[src/rtl/tictactoe_board_controller.sv]
// Tic-tac-toe board controller: owns the 3x3 board, alternates human/CPU turns,
// enforces a per-turn timeout and detects win/draw.

module tictactoe_line_chk (
    input  logic [2:0][1:0] cells,
    input  logic [1:0]      code,
    output logic            hit
);
    assign hit = (cells[0] == code) && (cells[1] == code) && (cells[2] == code);
endmodule

module tictactoe_board_controller #(
    parameter int TURN_CYCLES = 50_000_000
) (
    input  logic        clock,
    input  logic        reset,
    input  logic        start,
    input  logic        p1_valid,
    input  logic [3:0]  p1_pos,
    input  logic        cpu_valid,
    input  logic [3:0]  cpu_pos,
    output logic        cpu_req,
    output logic [17:0] board,
    output logic [1:0]  turn,
    output logic [1:0]  winner,
    output logic        game_over,
    output logic        illegal,
    output logic        timeout
);
    localparam int              CW       = $clog2(TURN_CYCLES);
    localparam logic [CW-1:0]   CNT_LAST = CW'(TURN_CYCLES - 1);
    localparam int              NLINES   = 8;
    // One hex digit per cell index, three cells per line: rows, columns, diagonals.
    localparam logic [NLINES-1:0][11:0] LINES = {12'h246, 12'h048, 12'h258, 12'h147,
                                                 12'h036, 12'h678, 12'h345, 12'h012};

    typedef enum logic [2:0] {
        IDLE, P1_TURN, P1_CHECK, CPU_TURN, CPU_CHECK, DONE
    } state_t;

    state_t          state;
    logic [8:0][1:0] cells;
    logic [CW-1:0]   cnt;
    logic [1:0]      mover;
    logic [NLINES-1:0] line_hit;
    logic            win, full, p1_legal, cpu_legal;

    assign board = cells;
    assign mover = (state == CPU_CHECK) ? 2'b10 : 2'b01;

    genvar gi;
    generate
        for (gi = 0; gi < NLINES; gi++) begin : g_line
            tictactoe_line_chk u_line (
                .cells ({cells[LINES[gi][11:8]], cells[LINES[gi][7:4]], cells[LINES[gi][3:0]]}),
                .code  (mover),
                .hit   (line_hit[gi])
            );
        end
    endgenerate

    assign win = |line_hit;

    always_comb begin
        full = 1'b1;
        for (int k = 0; k < 9; k++)
            if (cells[k] == 2'b00) full = 1'b0;
    end

    // Out-of-range positions short-circuit before the cell lookup.
    assign p1_legal  = p1_valid  && (p1_pos  <= 4'd8) && (cells[p1_pos]  == 2'b00);
    assign cpu_legal = cpu_valid && (cpu_pos <= 4'd8) && (cells[cpu_pos] == 2'b00);

    always_ff @(posedge clock or negedge reset) begin
        if (!reset) begin
            state     <= IDLE;
            cells     <= '0;
            cnt       <= '0;
            turn      <= 2'b00;
            winner    <= 2'b00;
            game_over <= 1'b0;
            cpu_req   <= 1'b0;
            illegal   <= 1'b0;
            timeout   <= 1'b0;
        end else begin
            illegal <= 1'b0;
            timeout <= 1'b0;
            if (start) begin
                state     <= P1_TURN;
                cells     <= '0;
                cnt       <= '0;
                turn      <= 2'b01;
                winner    <= 2'b00;
                game_over <= 1'b0;
                cpu_req   <= 1'b0;
            end else begin
                case (state)
                    P1_TURN: begin
                        if (p1_legal) begin
                            cells[p1_pos] <= 2'b01;
                            state         <= P1_CHECK;
                        end else begin
                            if (p1_valid) illegal <= 1'b1;
                            if (cnt == CNT_LAST) begin
                                timeout <= 1'b1;
                                state   <= CPU_TURN;
                                turn    <= 2'b10;
                                cpu_req <= 1'b1;
                                cnt     <= '0;
                            end else begin
                                cnt <= cnt + CW'(1);
                            end
                        end
                    end
                    CPU_TURN: begin
                        if (cpu_legal) begin
                            cells[cpu_pos] <= 2'b10;
                            state          <= CPU_CHECK;
                            cpu_req        <= 1'b0;
                        end else begin
                            if (cpu_valid) illegal <= 1'b1;
                            if (cnt == CNT_LAST) begin
                                timeout   <= 1'b1;
                                winner    <= 2'b01;
                                state     <= DONE;
                                game_over <= 1'b1;
                                turn      <= 2'b00;
                                cpu_req   <= 1'b0;
                            end else begin
                                cnt <= cnt + CW'(1);
                            end
                        end
                    end
                    P1_CHECK, CPU_CHECK: begin
                        if (win || full) begin
                            winner    <= win ? mover : 2'b11;
                            state     <= DONE;
                            game_over <= 1'b1;
                            turn      <= 2'b00;
                        end else if (state == P1_CHECK) begin
                            state   <= CPU_TURN;
                            turn    <= 2'b10;
                            cpu_req <= 1'b1;
                            cnt     <= '0;
                        end else begin
                            state <= P1_TURN;
                            turn  <= 2'b01;
                            cnt   <= '0;
                        end
                    end
                    default: ;
                endcase
            end
        end
    end
endmodule

[config.mk]
export PLATFORM = sky130hd
export DESIGN_NAME = tictactoe_board_controller
export DESIGN_NICKNAME = d
export VERILOG_FILES = /design/src/rtl/tictactoe_board_controller.sv
export SDC_FILE = /design/constraint.sdc
export NUM_CORES = 1
export LEC_CHECK = 0
export ABC_CLOCK_PERIOD_IN_PS = 3950
export BUFFER_PORTS_ARGS = -buffer_cell sky130_fd_sc_hd__buf_2
export CORE_MARGIN = 8
export CORE_UTILIZATION = 35
export DETAILED_ROUTE_END_ITERATION = 10
export GPL_TIMING_DRIVEN = 1
export HOLD_SLACK_MARGIN = 0.1
export PLACE_DENSITY = 0.52
export SYNTH_ARGS = -nofsm -noshare
export SYNTH_HDL_FRONTEND = slang
export SYNTH_HIERARCHICAL = 1
export SYNTH_SLANG_ARGS = --single-unit
[constraint.sdc]
create_clock -name clock -period 3.95 [get_ports clock]
set_input_delay 0.1975 -clock clock [delete_from_list [all_inputs] [get_ports clock]]
set_output_delay 0.1975 -clock clock [all_outputs]
set_load 0.005 [all_outputs]
# ---- After elaboration in Yosys (flattened, before gate mapping)
# Cells that the tools add are included.
dict set report totals {
  inputBits 13
  word_cells 175
  reg_bits 55
  output_inout_bits 26
}
dict set report classes {
  n_eq_ne 26
  bitwise 6
  mux 74
  order_cmp 6
  add_sub_neg 1
  reduce_logical 45
}
# operator n
set op_table {}
lappend op_table {{two-way mux 26 bit} 6}
lappend op_table {{case mux 26 bit (3 select lines)} 1}
lappend op_table {{two-way mux 18 bit} 3}
lappend op_table {{two-way mux 2 bit} 18}
lappend op_table {{case mux 18 bit (2 select lines)} 1}
lappend op_table {{!= test 3 bit, second input constant} 10}
lappend op_table {{two-way mux 1 bit} 28}
lappend op_table {{adder 26 x 1 -> 26 bit, second input constant} 1}
lappend op_table {{== test 26 bit, second input constant} 1}
lappend op_table {{logical AND 1 bit} 22}
lappend op_table {{logical NOT 2 bit} 11}
lappend op_table {{bitwise AND 9 bit} 2}
lappend op_table {{== test 2 bit} 9}
lappend op_table {{two-way mux 3 bit} 6}
lappend op_table {{NOT 9 bit} 2}
lappend op_table {{OR 9 bit} 2}
lappend op_table {{binary-select mux 2 bit (select 4 bit)} 2}
lappend op_table {{demux 2 bit (select 4 bit)} 2}
lappend op_table {{< comparator 4 x 5 -> 1 bit, second input constant} 2}
lappend op_table {{AND reduction 5 bit} 2}
lappend op_table {{case mux 3 bit (3 select lines)} 1}
lappend op_table {{>= comparator 4 x 1 -> 1 bit, second input constant} 2}
lappend op_table {{<= comparator 4 bit, second input constant} 2}
lappend op_table {{!= test 4 bit, second input constant} 2}
lappend op_table {{other kinds (15)} 20}

# ---- Logic depth before layout (Yosys ltp)
dict set report depth {
  word_depth 14
  ltp_mapped 14
  depth_no_buf 12
}

# ---- Hierarchy
# Netlist, hierarchy kept.
# module n_inst cells_each area_each_um2 seq_area_each_um2
set by_module_without_submodules {}
lappend by_module_without_submodules {tictactoe_board_controller 1 358 3185.6 1376.3}
lappend by_module_without_submodules {tictactoe_line_chk 8 5 35.0 0.0}

# ---- Worst setup path after synthesis
# Ideal clock, no wire load.
dict set report synth_path {
  path_kind {register to register}
  start {register state[0]}
  end {register cnt[6]}
  t_arrival_ns 3.130
  required_time_ns 3.872
  setup_ns 0.078
  n_path_buf 1
  path_slack_ns 0.742
  path_stages_with_launch 14
  path_cell_list {dfrtp_1 -> nor2_1 -> nand2_1 -> inv_1 -> or4_1 -> a22oi_1 -> nor4_1 -> nand2_1 -> a211o_1 -> and2_1 -> clkbuf_1 -> o2bb2ai_2 -> or4b_1 -> a21oi_1}
}
dict set report synth_between {
  elab_chain_len 9
  word_cells_on_any_way 41
}
# element line_no
set synth_lines {}
lappend synth_lines {{start: declaration} 41} ;# state_t state;
lappend synth_lines {{start signal: assignment} 76} ;# state <= IDLE;
lappend synth_lines {{start signal: assignment} 89} ;# state <= P1_TURN;
lappend synth_lines {{start signal: assignment} 101} ;# state <= P1_CHECK;
lappend synth_lines {{== test 3 bit (*)} 49} ;# assign mover = (state == CPU_CHECK) ? 2'b10 : 2'b01;
lappend synth_lines {{two-way mux 2 bit (*)} 49}
lappend synth_lines {{via mover[0]} 44} ;# logic [1:0] mover;
lappend synth_lines {{== test 2 bit} 9} ;# assign hit = (cells[0] == code) && (cells[1] == code) && (cells[2] == code);
lappend synth_lines {{logical AND 1 bit} 9}
lappend synth_lines {{logical AND 1 bit (*)} 9}
lappend synth_lines {{via line_hit[1]} 45} ;# logic [NLINES-1:0] line_hit;
lappend synth_lines {{OR reduction 8 bit (*)} 62} ;# assign win = |line_hit;
lappend synth_lines {{logical OR 1 bit (*)} 135} ;# if (win || full) begin
lappend synth_lines {{!= test 3 bit (no line) (*)} -}
lappend synth_lines {{AND reduction 5 bit (no line) (*)} -}
lappend synth_lines {{end signal: assignment} 111} ;# cnt <= cnt + CW'(1);
lappend synth_lines {{end signal: assignment} 130} ;# cnt <= cnt + CW'(1);
lappend synth_lines {{end: declaration} 43} ;# logic [CW-1:0] cnt;
# The timed path passes the listed nets; every way through them passes the cells marked *.
# A chain may end at the register's enable or synchronous reset.

# ---- Final worst setup path
dict set report layout_path {
  start {register state[1]}
  end {register cnt[6]}
}
# The elaborated chain is that of the path after synthesis.

==> flow_summary_export.csv <==
group,metric,value,unit
status,outcome,"completed",
routing,drt_iter0_drc,189,
power_and_ir_drop,p_leak,1.66,nW
global_routing,overflow,0,
sta,rsz0062_at_grt,"false",
critical_path,ff2ff_setup_slack,0.47,ns
placement,place_hpwl,7140,um
clock_network,clk_latency,0.32,ns
critical_path,crit_type,"register to register",
critical_path,rr_worst_depth,12,
finish,area_delta_synth_final,10.5,%
sta,final.setup.worst_slack,0.474,ns
sta,min_period_over_period,0.880,
critical_path,worstReg2RegEnd,"cnt[6]$_DFFE_PN0P_",
critical_path,r2r_start,"state[1]$_DFFE_PN0P_",
power_and_ir_drop,finalPower,1.44,mW
clock_network,post-cts-setup-buffers,0,
synth,synthesis.instances,398,
finish,nNetsFinal,443,
clock_network,cts_tree,"yes",
synth,synth_commonest_cells,"dfrtp_1 (55), nor2_1 (40), a21oi_1 (34)",
power_and_ir_drop,ir_worst_vdd,226,uV
placement,place_area,0.00373,mm^2
floorplan,dieArea,0.0133,mm^2
synth,synthFlopType,"dfrtp_1",
finish,drive_above_1_share,0.153,
critical_path,critPathArrivalTime,3.72,ns
power_and_ir_drop,powerDensity,377,mW/mm^2
routing,dr.pass1.iters,4,
synth,synth_warnings,6,
finish,n_antenna_cell,0,
synth,async_flop_share,1.00,
synth,ys_ff_latch,55,
critical_path,start_kind,"register",
synth,synth_most_common_cell,"dfrtp_1",
synth,synth_top_cells_by_area,"dfrtp_1 (40%), a21oi_1 (4.9%), a31oi_1 (4.3%)",
worst_hold_path,hold_depth,3,
sta,min_period,3.48,ns
sta,setup_viol,0,
critical_path,end_kind,"register",
synth,synth-edff-count,0,
critical_path,cp_max_fo,19,
job,drv_cap,0,
sta,max_freq,288,MHz
routing,routedWlPerCell,17.6,um
sta,hold_violations,0,
placement,gp_congestion,0.822,
placement,dp_slack,0.529,ns
worst_hold_path,whs_endpoint,"illegal$_DFF_PN0_",
routing,num_vias,3338,
floorplan,num_rows,36,
floorplan,core_area,0.00968,mm^2
synth,synth_top_area_cell,"dfrtp_1",
critical_path,required,4.20,ns
global_routing,grt_pass1_wl,16500,um
clock_network,clockBufferDepth,2,
synth,synth_area_per_cell,8.71,um^2
worst_hold_path,hold_path.class,"input port to register",
synth,synth.net_count,412,
global_routing,antenna_found_initial,0,
finish,fin_area,0.00383,mm^2
sta,setup_tns,0,ns
global_routing,grt_usage,0.155,
global_routing,grt_pass1_vias,3077,
floorplan,start_util,0.358,
synth,yosysSeqAreaShare,0.397,
synth,synthDistinctLibCells,66,
clock_network,clk_pin_slew,0.10,ns
clock_network,htree_levels,2,
clock_network,root_buffer,"clkbuf_8",
sta,finalClockSkew,0.00758,ns
routing,viasPerCell,5.93,
clock_network,cts_num_sinks,55,
sta,max_slew_margin,0.373,
floorplan,fp.dieW,116,um
sta,tightest_slew,0.917,ns
worst_hold_path,worstHoldStart,"p1_valid",
floorplan,die_h,116,um
clock_network,numCtsBuffers,5,
sta,slew_viol_final,0,
global_routing,grt_max_degree,43,
floorplan,io_pins,39,
synth,syn_area,0.00347,mm^2
placement,io_buffer_count,38,
routing,drc,0,
routing,wl,9900,um
routing,ant_nets,0,
synth,synth_top_cell_area_share,0.397,
worst max path at each step:
stage | slack (ns) | start | to | cells after the start
after detailed placement | 0.53 | state[1]$_DFFE_PN0P_ | cnt[6]$_DFFE_PN0P_ | 12
after global routing | 0.20 | state[1]$_DFFE_PN0P_ | cnt[6]$_DFFE_PN0P_ | 12
final | 0.47 | state[1]$_DFFE_PN0P_ | cnt[6]$_DFFE_PN0P_ | 12
after floorplan | 0.74 | state[0]$_DFFE_PN0P_ | cnt[6]$_DFFE_PN0P_ | 13
after CTS | 0.49 | state[1]$_DFFE_PN0P_ | cnt[6]$_DFFE_PN0P_ | 12
after global placement | 0.59 | state[1]$_DFFE_PN0P_ | cnt[6]$_DFFE_PN0P_ | 12
area by class of cell:
class,instances,area (um^2)
fillers,981,5850
multi-input cells,318,1950
flip-flops and latches,55,1380
repair buffers,42,223
well taps,133,166
clock buffers,6,72.6
inverters,7,26.3
clock inverters,2,12.5
routing by layer:
layer / global-route usage / share of wire / vias to the layer above
li1: - / - / 1611
met5: 0 / 0 / -
met4: 0.0447 / 0.011 / 0
met2: 0.234 / 0.45 / 93
met3: 0.0250 / 0.056 / 7
met1: 0.222 / 0.48 / 1627
repair_timing:
| action | in CTS | in global routing |
|---|---|---|
| gates resized for setup | 0 | 0 |
| hold buffers | 1 | 0 |
| hold endpoints to repair | 13 | 0 |
| setup endpoints to repair | 0 | 0 |
flip-flops by register name, indices dropped and copies added, names as in the netlist:
name and flops:
turn 2, game_over 1, state 3, cpu_req 1, cnt 26, timeout 1
board 18, illegal 1, winner 2
placed cells by master, fill, tap and decap left out, drive strengths merged, types with 3 or more instances in the layout:
master	n
o21a	5
clkbuf	6
o21ai	18
and2b	3
nand2b	4
a211o	4
or3	3
a21oi	35
a22oi	8
nand3	16
or4b	3
nand2	34
and3	10
nand4	21
and2	5
a31oi	24
inv	7
nor4	6
a41oi	7
nor2	41
dfrtp	55
nor2b	3
nor3	11
or4	18
buf	41
power breakdown:
part	switching (mW)	internal (mW)	total (mW)
Sequential	0.0621	0.616	0.678
Combinational	0.285	0.156	0.441
Clock	0.200	0.125	0.324
Total	0.547	0.897	1.44
kinds of logic (layout without fill, tap and decap cells):
group                    Yosys count  after routing  synth area share
adder cells (fa/ha/maj)            1              1           0.00361
multiplexers                       2              2           0.00939
buffers and inverters             25             57            0.0393
AND/OR/NAND/NOR                  189            189             0.303
AO/OA/AOI/OAI                    126            126             0.247
flip-flops                        55             55             0.397
worst max-delay path, cell delays in order, from the launching register on:
cell and delay [ns]:
dfrtp_1 0.51, nor2_1 0.17, nand2_1 0.08, inv_1 0.42, or4_1 0.20, a22oi_1 0.07
nor4_1 0.33, nand2_1 0.20, a211o_1 0.31, and2_1 0.23, o2bb2ai_2 0.22, or4b_1 0.51
a21oi_1 0.14
through the flow:
| step | hold WS (ns) | instances | util |
|---|---|---|---|
| global route | 0.221 | 563 | 0.395 |
| finish | 0.200 | 563 | 0.395 |
| floorplan | -0.0981 | 398 | - |
| global placement | 0.103 | 554 | 0.386 |
| detailed placement | 0.112 | 554 | 0.386 |
| CTS | 0.173 | 563 | 0.395 |
No activity file was read; power rests on OpenSTA's default activity.
